**src/rtl/uart_tx_scheduler_if.sv**
```systemverilog
// Byte handshake between the message scheduler and the uart_tx transmitter.
// The scheduler is the master: it strobes tx_en with tx_din and watches tx_busy.
interface uart_tx_scheduler_if;
  logic       tx_en;
  logic [7:0] tx_din;
  logic       tx_busy;

  modport master (output tx_en, output tx_din, input tx_busy);
  modport slave  (input tx_en, input tx_din, output tx_busy);
endinterface

```
**src/rtl/uart_tx_scheduler.sv**
```systemverilog
// Shares one uart_tx between alarm, RX-echo and periodic time-report messages.
// Define TX_ECHO_EN to enable the RX echo source; without it rx_done/rx_data are ignored.
module uart_tx_scheduler #(
  parameter int REPORT_DIV   = 1,
  parameter int BUSY_TIMEOUT = 65535
) (
  input  logic                      clk,
  input  logic                      rst,
  input  logic                      clk1sec,
  input  logic                      report_en,
  input  logic                      ring_alarm,
  input  logic                      rx_done,
  input  logic [7:0]                rx_data,
  input  logic [7:0]                hour,
  input  logic [7:0]                min,
  input  logic [7:0]                sec,
  uart_tx_scheduler_if.master       tx,
  output logic                      msg_busy,
  output logic [1:0]                src
);

  localparam int TW = (BUSY_TIMEOUT < 2) ? 1 : $clog2(BUSY_TIMEOUT + 1);

  localparam logic [1:0] SRC_NONE   = 2'd0;
  localparam logic [1:0] SRC_ALARM  = 2'd1;
  localparam logic [1:0] SRC_ECHO   = 2'd2;
  localparam logic [1:0] SRC_REPORT = 2'd3;

  typedef enum logic [2:0] {
    S_IDLE,
    S_GRANT,
    S_SEND,
    S_WAIT_HI,
    S_WAIT_LO
  } state_t;

  state_t      state_reg, state_next;
  logic        ring_d_reg;
  logic        alarm_pend_reg;
  logic        rpt_pend_reg;
  logic [7:0]  tick_cnt_reg;
  logic [3:0]  idx_reg;
  logic [1:0]  src_reg;
  logic [23:0] snap_reg;
  logic [TW-1:0] tmo_cnt_reg;
  logic        tx_en_reg;
  logic [7:0]  tx_din_reg;

  logic        echo_pend;
  logic [7:0]  echo_byte;
  logic [1:0]  grant_src;
  logic [1:0]  cur_src;
  logic [23:0] cur_time;
  logic        load_byte;
  logic [3:0]  byte_idx;
  logic [7:0]  byte_val;

  function automatic logic [7:0] digit(input logic [3:0] nib);
    return 8'h30 + {4'h0, nib};
  endfunction

  function automatic logic [3:0] last_idx(input logic [1:0] s);
    case (s)
      SRC_ALARM:  return 4'd6;
      SRC_REPORT: return 4'd9;
      default:    return 4'd0;
    endcase
  endfunction

  function automatic logic [7:0] msg_byte(input logic [1:0] s, input logic [3:0] i,
                                          input logic [23:0] t, input logic [7:0] eb);
    logic [7:0] b;
    b = 8'h00;
    case (s)
      SRC_ALARM: begin
        case (i)
          4'd0: b = 8'h41;
          4'd1: b = 8'h4C;
          4'd2: b = 8'h41;
          4'd3: b = 8'h52;
          4'd4: b = 8'h4D;
          4'd5: b = 8'h0D;
          default: b = 8'h0A;
        endcase
      end
      SRC_ECHO: b = eb;
      SRC_REPORT: begin
        case (i)
          4'd0: b = digit(t[23:20]);
          4'd1: b = digit(t[19:16]);
          4'd2: b = 8'h3A;
          4'd3: b = digit(t[15:12]);
          4'd4: b = digit(t[11:8]);
          4'd5: b = 8'h3A;
          4'd6: b = digit(t[7:4]);
          4'd7: b = digit(t[3:0]);
          4'd8: b = 8'h0D;
          default: b = 8'h0A;
        endcase
      end
      default: b = 8'h00;
    endcase
    return b;
  endfunction

`ifdef TX_ECHO_EN
  logic       echo_pend_reg;
  logic [7:0] echo_buf_reg;

  // A new rx_done in the grant cycle re-arms the echo so the latest byte is not lost.
  always_ff @(posedge clk or negedge rst) begin
    if (!rst) begin
      echo_pend_reg <= 1'b0;
      echo_buf_reg  <= 8'h00;
    end else begin
      if (state_reg == S_GRANT && grant_src == SRC_ECHO)
        echo_pend_reg <= 1'b0;
      if (rx_done) begin
        echo_pend_reg <= 1'b1;
        echo_buf_reg  <= rx_data;
      end
    end
  end

  assign echo_pend = echo_pend_reg;
  assign echo_byte = echo_buf_reg;
`else
  logic unused_rx;
  assign unused_rx = ^{rx_done, rx_data};
  assign echo_pend = 1'b0;
  assign echo_byte = 8'h00;
`endif

  always_comb begin
    grant_src = SRC_NONE;
    if (alarm_pend_reg)    grant_src = SRC_ALARM;
    else if (echo_pend)    grant_src = SRC_ECHO;
    else if (rpt_pend_reg) grant_src = SRC_REPORT;
  end

  // In GRANT the first byte is built from the live time, which is also what gets snapshotted.
  assign cur_src  = (state_reg == S_GRANT) ? grant_src : src_reg;
  assign cur_time = (state_reg == S_GRANT) ? {hour, min, sec} : snap_reg;
  assign byte_val = msg_byte(cur_src, byte_idx, cur_time, echo_byte);

  always_comb begin
    state_next = state_reg;
    load_byte  = 1'b0;
    byte_idx   = idx_reg;
    case (state_reg)
      S_IDLE: begin
        if (alarm_pend_reg || echo_pend || rpt_pend_reg)
          state_next = S_GRANT;
      end
      S_GRANT: begin
        if (grant_src == SRC_NONE) begin
          state_next = S_IDLE;
        end else begin
          state_next = S_SEND;
          load_byte  = 1'b1;
          byte_idx   = 4'd0;
        end
      end
      S_SEND: state_next = S_WAIT_HI;
      S_WAIT_HI: begin
        if (tx.tx_busy || tmo_cnt_reg == TW'(BUSY_TIMEOUT - 1))
          state_next = S_WAIT_LO;
      end
      S_WAIT_LO: begin
        if (!tx.tx_busy) begin
          if (idx_reg == last_idx(src_reg)) begin
            state_next = S_IDLE;
          end else begin
            state_next = S_SEND;
            load_byte  = 1'b1;
            byte_idx   = idx_reg + 4'd1;
          end
        end
      end
      default: state_next = S_IDLE;
    endcase
  end

  always_ff @(posedge clk or negedge rst) begin
    if (!rst) begin
      state_reg      <= S_IDLE;
      ring_d_reg     <= 1'b0;
      alarm_pend_reg <= 1'b0;
      rpt_pend_reg   <= 1'b0;
      tick_cnt_reg   <= 8'd0;
      idx_reg        <= 4'd0;
      src_reg        <= SRC_NONE;
      snap_reg       <= 24'd0;
      tmo_cnt_reg    <= '0;
      tx_en_reg      <= 1'b0;
      tx_din_reg     <= 8'h00;
    end else begin
      state_reg  <= state_next;
      ring_d_reg <= ring_alarm;
      tx_en_reg  <= load_byte;

      if (state_reg == S_GRANT) begin
        src_reg  <= grant_src;
        snap_reg <= {hour, min, sec};
        if (grant_src == SRC_ALARM)  alarm_pend_reg <= 1'b0;
        if (grant_src == SRC_REPORT) rpt_pend_reg   <= 1'b0;
      end
      if (state_reg != S_IDLE && state_next == S_IDLE)
        src_reg <= SRC_NONE;

      // Request capture comes after the grant clear so a same-cycle request survives.
      if (ring_alarm && !ring_d_reg)
        alarm_pend_reg <= 1'b1;
      if (!report_en) begin
        tick_cnt_reg <= 8'd0;
        rpt_pend_reg <= 1'b0;
      end else if (clk1sec) begin
        if (tick_cnt_reg == 8'(REPORT_DIV - 1)) begin
          tick_cnt_reg <= 8'd0;
          rpt_pend_reg <= 1'b1;
        end else begin
          tick_cnt_reg <= tick_cnt_reg + 8'd1;
        end
      end

      if (state_reg == S_WAIT_HI) tmo_cnt_reg <= tmo_cnt_reg + 1'b1;
      else                        tmo_cnt_reg <= '0;

      if (load_byte) begin
        tx_din_reg <= byte_val;
        idx_reg    <= byte_idx;
      end
    end
  end

  assign tx.tx_en  = tx_en_reg;
  assign tx.tx_din = tx_din_reg;
  assign msg_busy  = (state_reg != S_IDLE);
  assign src       = src_reg;

endmodule

```
**src/flat_wrapper.sv**
```systemverilog
// flat-port wrapper written by rule: the top's interface ports become plain ports
module uart_tx_scheduler_flat 
#(
  parameter int REPORT_DIV   = 1,
  parameter int BUSY_TIMEOUT = 65535
)
  (clk, rst, clk1sec, report_en, ring_alarm, rx_done, rx_data, hour, min, sec, msg_busy, src, tx_tx_en, tx_tx_din, tx_tx_busy);
  uart_tx_scheduler_if tx_i ();
  input  logic clk;
  input  logic rst;
  input  logic clk1sec;
  input  logic report_en;
  input  logic ring_alarm;
  input  logic rx_done;
  input  logic [7:0] rx_data;
  input  logic [7:0] hour;
  input  logic [7:0] min;
  input  logic [7:0] sec;
  output logic msg_busy;
  output logic [1:0] src;
  output wire logic [$bits(tx_i.tx_en)-1:0] tx_tx_en;
  output wire logic [$bits(tx_i.tx_din)-1:0] tx_tx_din;
  input wire logic [$bits(tx_i.tx_busy)-1:0] tx_tx_busy;
  assign tx_tx_en = tx_i.tx_en;
  assign tx_tx_din = tx_i.tx_din;
  assign tx_i.tx_busy = tx_tx_busy;
  uart_tx_scheduler #(.REPORT_DIV(REPORT_DIV), .BUSY_TIMEOUT(BUSY_TIMEOUT)) u_core (.clk(clk), .rst(rst), .clk1sec(clk1sec), .report_en(report_en), .ring_alarm(ring_alarm), .rx_done(rx_done), .rx_data(rx_data), .hour(hour), .min(min), .sec(sec), .tx(tx_i), .msg_busy(msg_busy), .src(src));
endmodule
```
**config.mk**
```make
export PLATFORM = sky130hd
export DESIGN_NAME = uart_tx_scheduler_flat
export DESIGN_NICKNAME = d
export VERILOG_FILES = /design/src/rtl/uart_tx_scheduler_if.sv /design/src/rtl/uart_tx_scheduler.sv /design/src/flat_wrapper.sv
export SDC_FILE = /design/constraint.sdc
export NUM_CORES = 1
export LEC_CHECK = 0
export ABC_AREA = 1
export BUFFER_PORTS_ARGS = -buffer_cell sky130_fd_sc_hd__buf_2
export CORE_MARGIN = 4
export CORE_UTILIZATION = 50
export CTS_BUF_LIST = sky130_fd_sc_hd__clkbuf_8 sky130_fd_sc_hd__clkbuf_16
export CTS_CLUSTER_SIZE = 40
export DETAILED_ROUTE_END_ITERATION = 6
export PLACE_DENSITY = 0.74
export SYNTH_ARGS = -nofsm -noshare
export SYNTH_HDL_FRONTEND = slang
export SYNTH_SLANG_ARGS = --single-unit
```
**constraint.sdc**
```tcl
create_clock -name clk -period 2.35 [get_ports clk]
set_clock_uncertainty 0.2 [all_clocks]
set_input_delay 0.235 -clock clk [delete_from_list [all_inputs] [get_ports clk]]
set_output_delay 0.235 -clock clk [all_outputs]
set_load 0.05 [all_outputs]
```
==> impl_metrics.csv <==
group,metric,value,unit
outcome,status,"completed",
timing,slew-limit-headroom,61.7,%
drt,drt-initial-drc-count,144,
worst_setup_path,critical_path_class,"flip-flop to flip-flop",
clocking,insertion_delay,0.34,ns
clocking,cts_buffers,9,
timing,fin_setup_tns,0,ns
final_layout,drive_gt1_share,23.8,%
drt,drc_errors,0,
timing,fmax,435,MHz
clocking,cts_tree,"yes",
placement,hpwl,5.41,mm
grt,antenna_found_initial,0,
drt,wirelength,7.83,mm
timing,tightest_slew,0.575,ns
timing,postLayoutSetupSlackWorst,0.0527,ns
timing,final-setup-viol-count,0,
clocking,cts.clk_slew.worst_paths,0.08,ns
final_layout,antenna-diode-count,0,
placement,routabilityCongestion,0.846,
yosys,synth_nets,489,
clocking,htreeDepth,3,
yosys,yosysWarnings,0,
drt,wl_per_cell,12.3,um
yosys,synth.most_common_cell,"nand2_1",
yosys,syn_inst,445,
yosys,synthFlopType,"dfrtp_1",
die,dieHeight,92.4,um
min_path,min_path_type,"input port to flip-flop",
grt,grt_pass1_vias,3048,
die,num_rows,30,
timing,rsz0062_at_grt,"true",
final_layout,area.growth.synth_to_final,28.0,%
grt,grt.overflow.total,0,
die,dieArea,8530,um2
clocking,cts_root_buffer,"clkbuf_8",
yosys,synthTopCellsByArea,"dfrtp_1 48%, nand2_1 15%, nor2_1 4.7%, inv_1 3.7%, nand3_1 3.0%",
power,ir_worst_vdd,0.878,mV
clocking,cts.sinks,68,
worst_setup_path,critPathArrivalTime,2.34,ns
run,maxCapViolations,0,
drt,drtPass1Iterations,4,
final_layout,largest_reg_flops,24,
worst_setup_path,crit_path_end_kind,"flip-flop",
grt,grt_max_degree,27,
worst_setup_path,cp.required,2.39,ns
final_layout,fill_cells,573,
placement,io_buffers,40,
placement,place_area,3940,um2
timing,fin_crit,2.30,ns
yosys,ys_types,40,
yosys,synth_seq_cells,68,
final_layout,num-nets-final,577,
drt,dr_total_vias,3188,
yosys,synth-async-reset-ratio,100,%
timing,finalCritPeriodShare,97.8,%
die,pin_count,51,
yosys,syn_area,3560,um2
drt,drtAntennaViolNets,0,
placement,pre_cts_ws,0.0972,ns
final_layout,stdcell_area,4560,um2
clocking,clockBufferDepth,2,
yosys,synth_edf_count,0,
grt,grt_pass1_wl,13.3,mm
worst_setup_path,crit_fanout,6,
yosys,synth_top_area_share,47.8,%
grt,grt_util_all_layers,19.3,%
power,p_leak,2.25,nW
drt,vias_per_cell,5.03,
die,start_util,51.8,%
yosys,synth_commonest_cells,"141 x nand2_1, 68 x dfrtp_1, 45 x nor2_1, 35 x inv_1, 21 x nand3_1",
yosys,synth_top_area_cell,"dfrtp_1",
die,fp.dieW,92.4,um
timing,hold_viol_final,0,
timing,maxSlewViolCount,0,
power,power_density,1070,nW/um2
yosys,yosysSeqAreaShare,47.8,%
die,core,6870,um2
yosys,synth.avg_cell_area,8.00,um2
worst_setup_path,start_kind,"flip-flop",
==> cells by family after synthesis <==
logic type,share of synthesized area (%)
multiplexers,0.281
flip-flops,47.8
AND/OR/NAND/NOR,35.0
XOR/XNOR,1.48
AO/OA/AOI/OAI,7.74
buffers and inverters,5.84
other,0.105
adder cells (fa/ha/maj),1.76
==> layout by cell type (no fill, tap or decap), types with 3 or more instances in the layout <==
cell type      count
nor2_4             8
nor2_1            43
nor3b_1            5
nand2_1          139
nand3_2            3
inv_1             33
dlygate4sd3_1     29
nand2_4           11
a21oi_1           12
nor4_1             3
nand3_1           19
dfrtp_1           65
buf_4             14
dfrtp_2            3
nand2_2            3
clkbuf_8           9
inv_4              4
o21ai_0           13
ha_1               5
buf_2             40
nor2_2             4
inv_2              9
clkinv_2           3
xor2_1             6
nor3_1            11
nand4_1            9
==> power breakdown <==
part / total [mW] / switching, mW / internal, mW
logic: 2.15 / 1.46 / 0.689
clock network: 1.04 / 0.446 / 0.593
registers: 1.69 / 0.180 / 1.51
==> final timing paths <==
path                                         end  cells past startpoint  slack (ns)               from
max                          u_core.tx.tx_din[3]                     16        0.05      u_core.src[1]
min                          u_core.state_reg[2]                      3        0.11         tx_tx_busy
max reg2reg                  u_core.tx.tx_din[3]                     16        0.05      u_core.src[1]
min reg2reg                u_core.alarm_pend_reg                      1        0.22  u_core.ring_d_reg
max in group asynchronous      u_core.idx_reg[1]                      3        0.99                rst
min in group asynchronous  u_core.tmo_cnt_reg[7]                      2        0.22                rst
==> per-stage QoR <==
step | hold WS, ns | total power, mW | instances | utilization, %
2_1_floorplan | -0.261 | 3.17 | 445 | -
5_1_grt | 0.120 | 5.25 | 634 | 66.3
3_5_place_dp | 0.0655 | 3.69 | 587 | 57.4
6_report | 0.106 | 4.88 | 634 | 66.3
4_1_cts | 0.0638 | 4.79 | 632 | 64.8
3_3_place_gp | 0.0656 | 3.65 | 587 | 57.4
==> what timing repair did <==
action                                  in CTS  in global routing
endpoints found under the setup margin       0                  6
resized for setup                            0                 25
hold buffers                                29                  0
hold endpoints to repair                    53                  0
setup buffers                                0                  2
==> routing by layer <==
layer,vias up,wire length [um],global-route usage (%),part of all wire (%)
li1,1623,-,-,-
met1,1469,3710,27.0,47
met2,81,3580,29.6,46
met3,15,368,3.17,4.7
met4,0,167,8.54,2.1
met5,-,0,0,0
==> worst max-delay path, stage by stage (launching register included) <==
cell	delay [ns]
dfrtp_2	0.46
inv_2	0.07
nand3_1	0.07
nand2_1	0.08
inv_2	0.04
nand2_2	0.10
nand2_1	0.07
nand2_1	0.07
nand3_2	0.11
nand2_4	0.15
inv_4	0.06
nand2_4	0.11
o21ai_1	0.10
nor3b_1	0.28
nand3b_1	0.11
nand2_1	0.07
nand2_1	0.05
==> area by class of cell <==
type / count / area (um2) / share of cell area [%]
Inverter: 47 / 186 / 4.09
Tap cell: 96 / 120 / 2.64
Multi-Input combinational cell: 324 / 1730 / 38.0
Clock inverter: 7 / 91.3 / 2.00
Timing Repair Buffer: 83 / 596 / 13.1
Sequential cell: 68 / 1710 / 37.4
Clock buffer: 9 / 124 / 2.72
No activity file was read; power rests on OpenSTA's default activity.
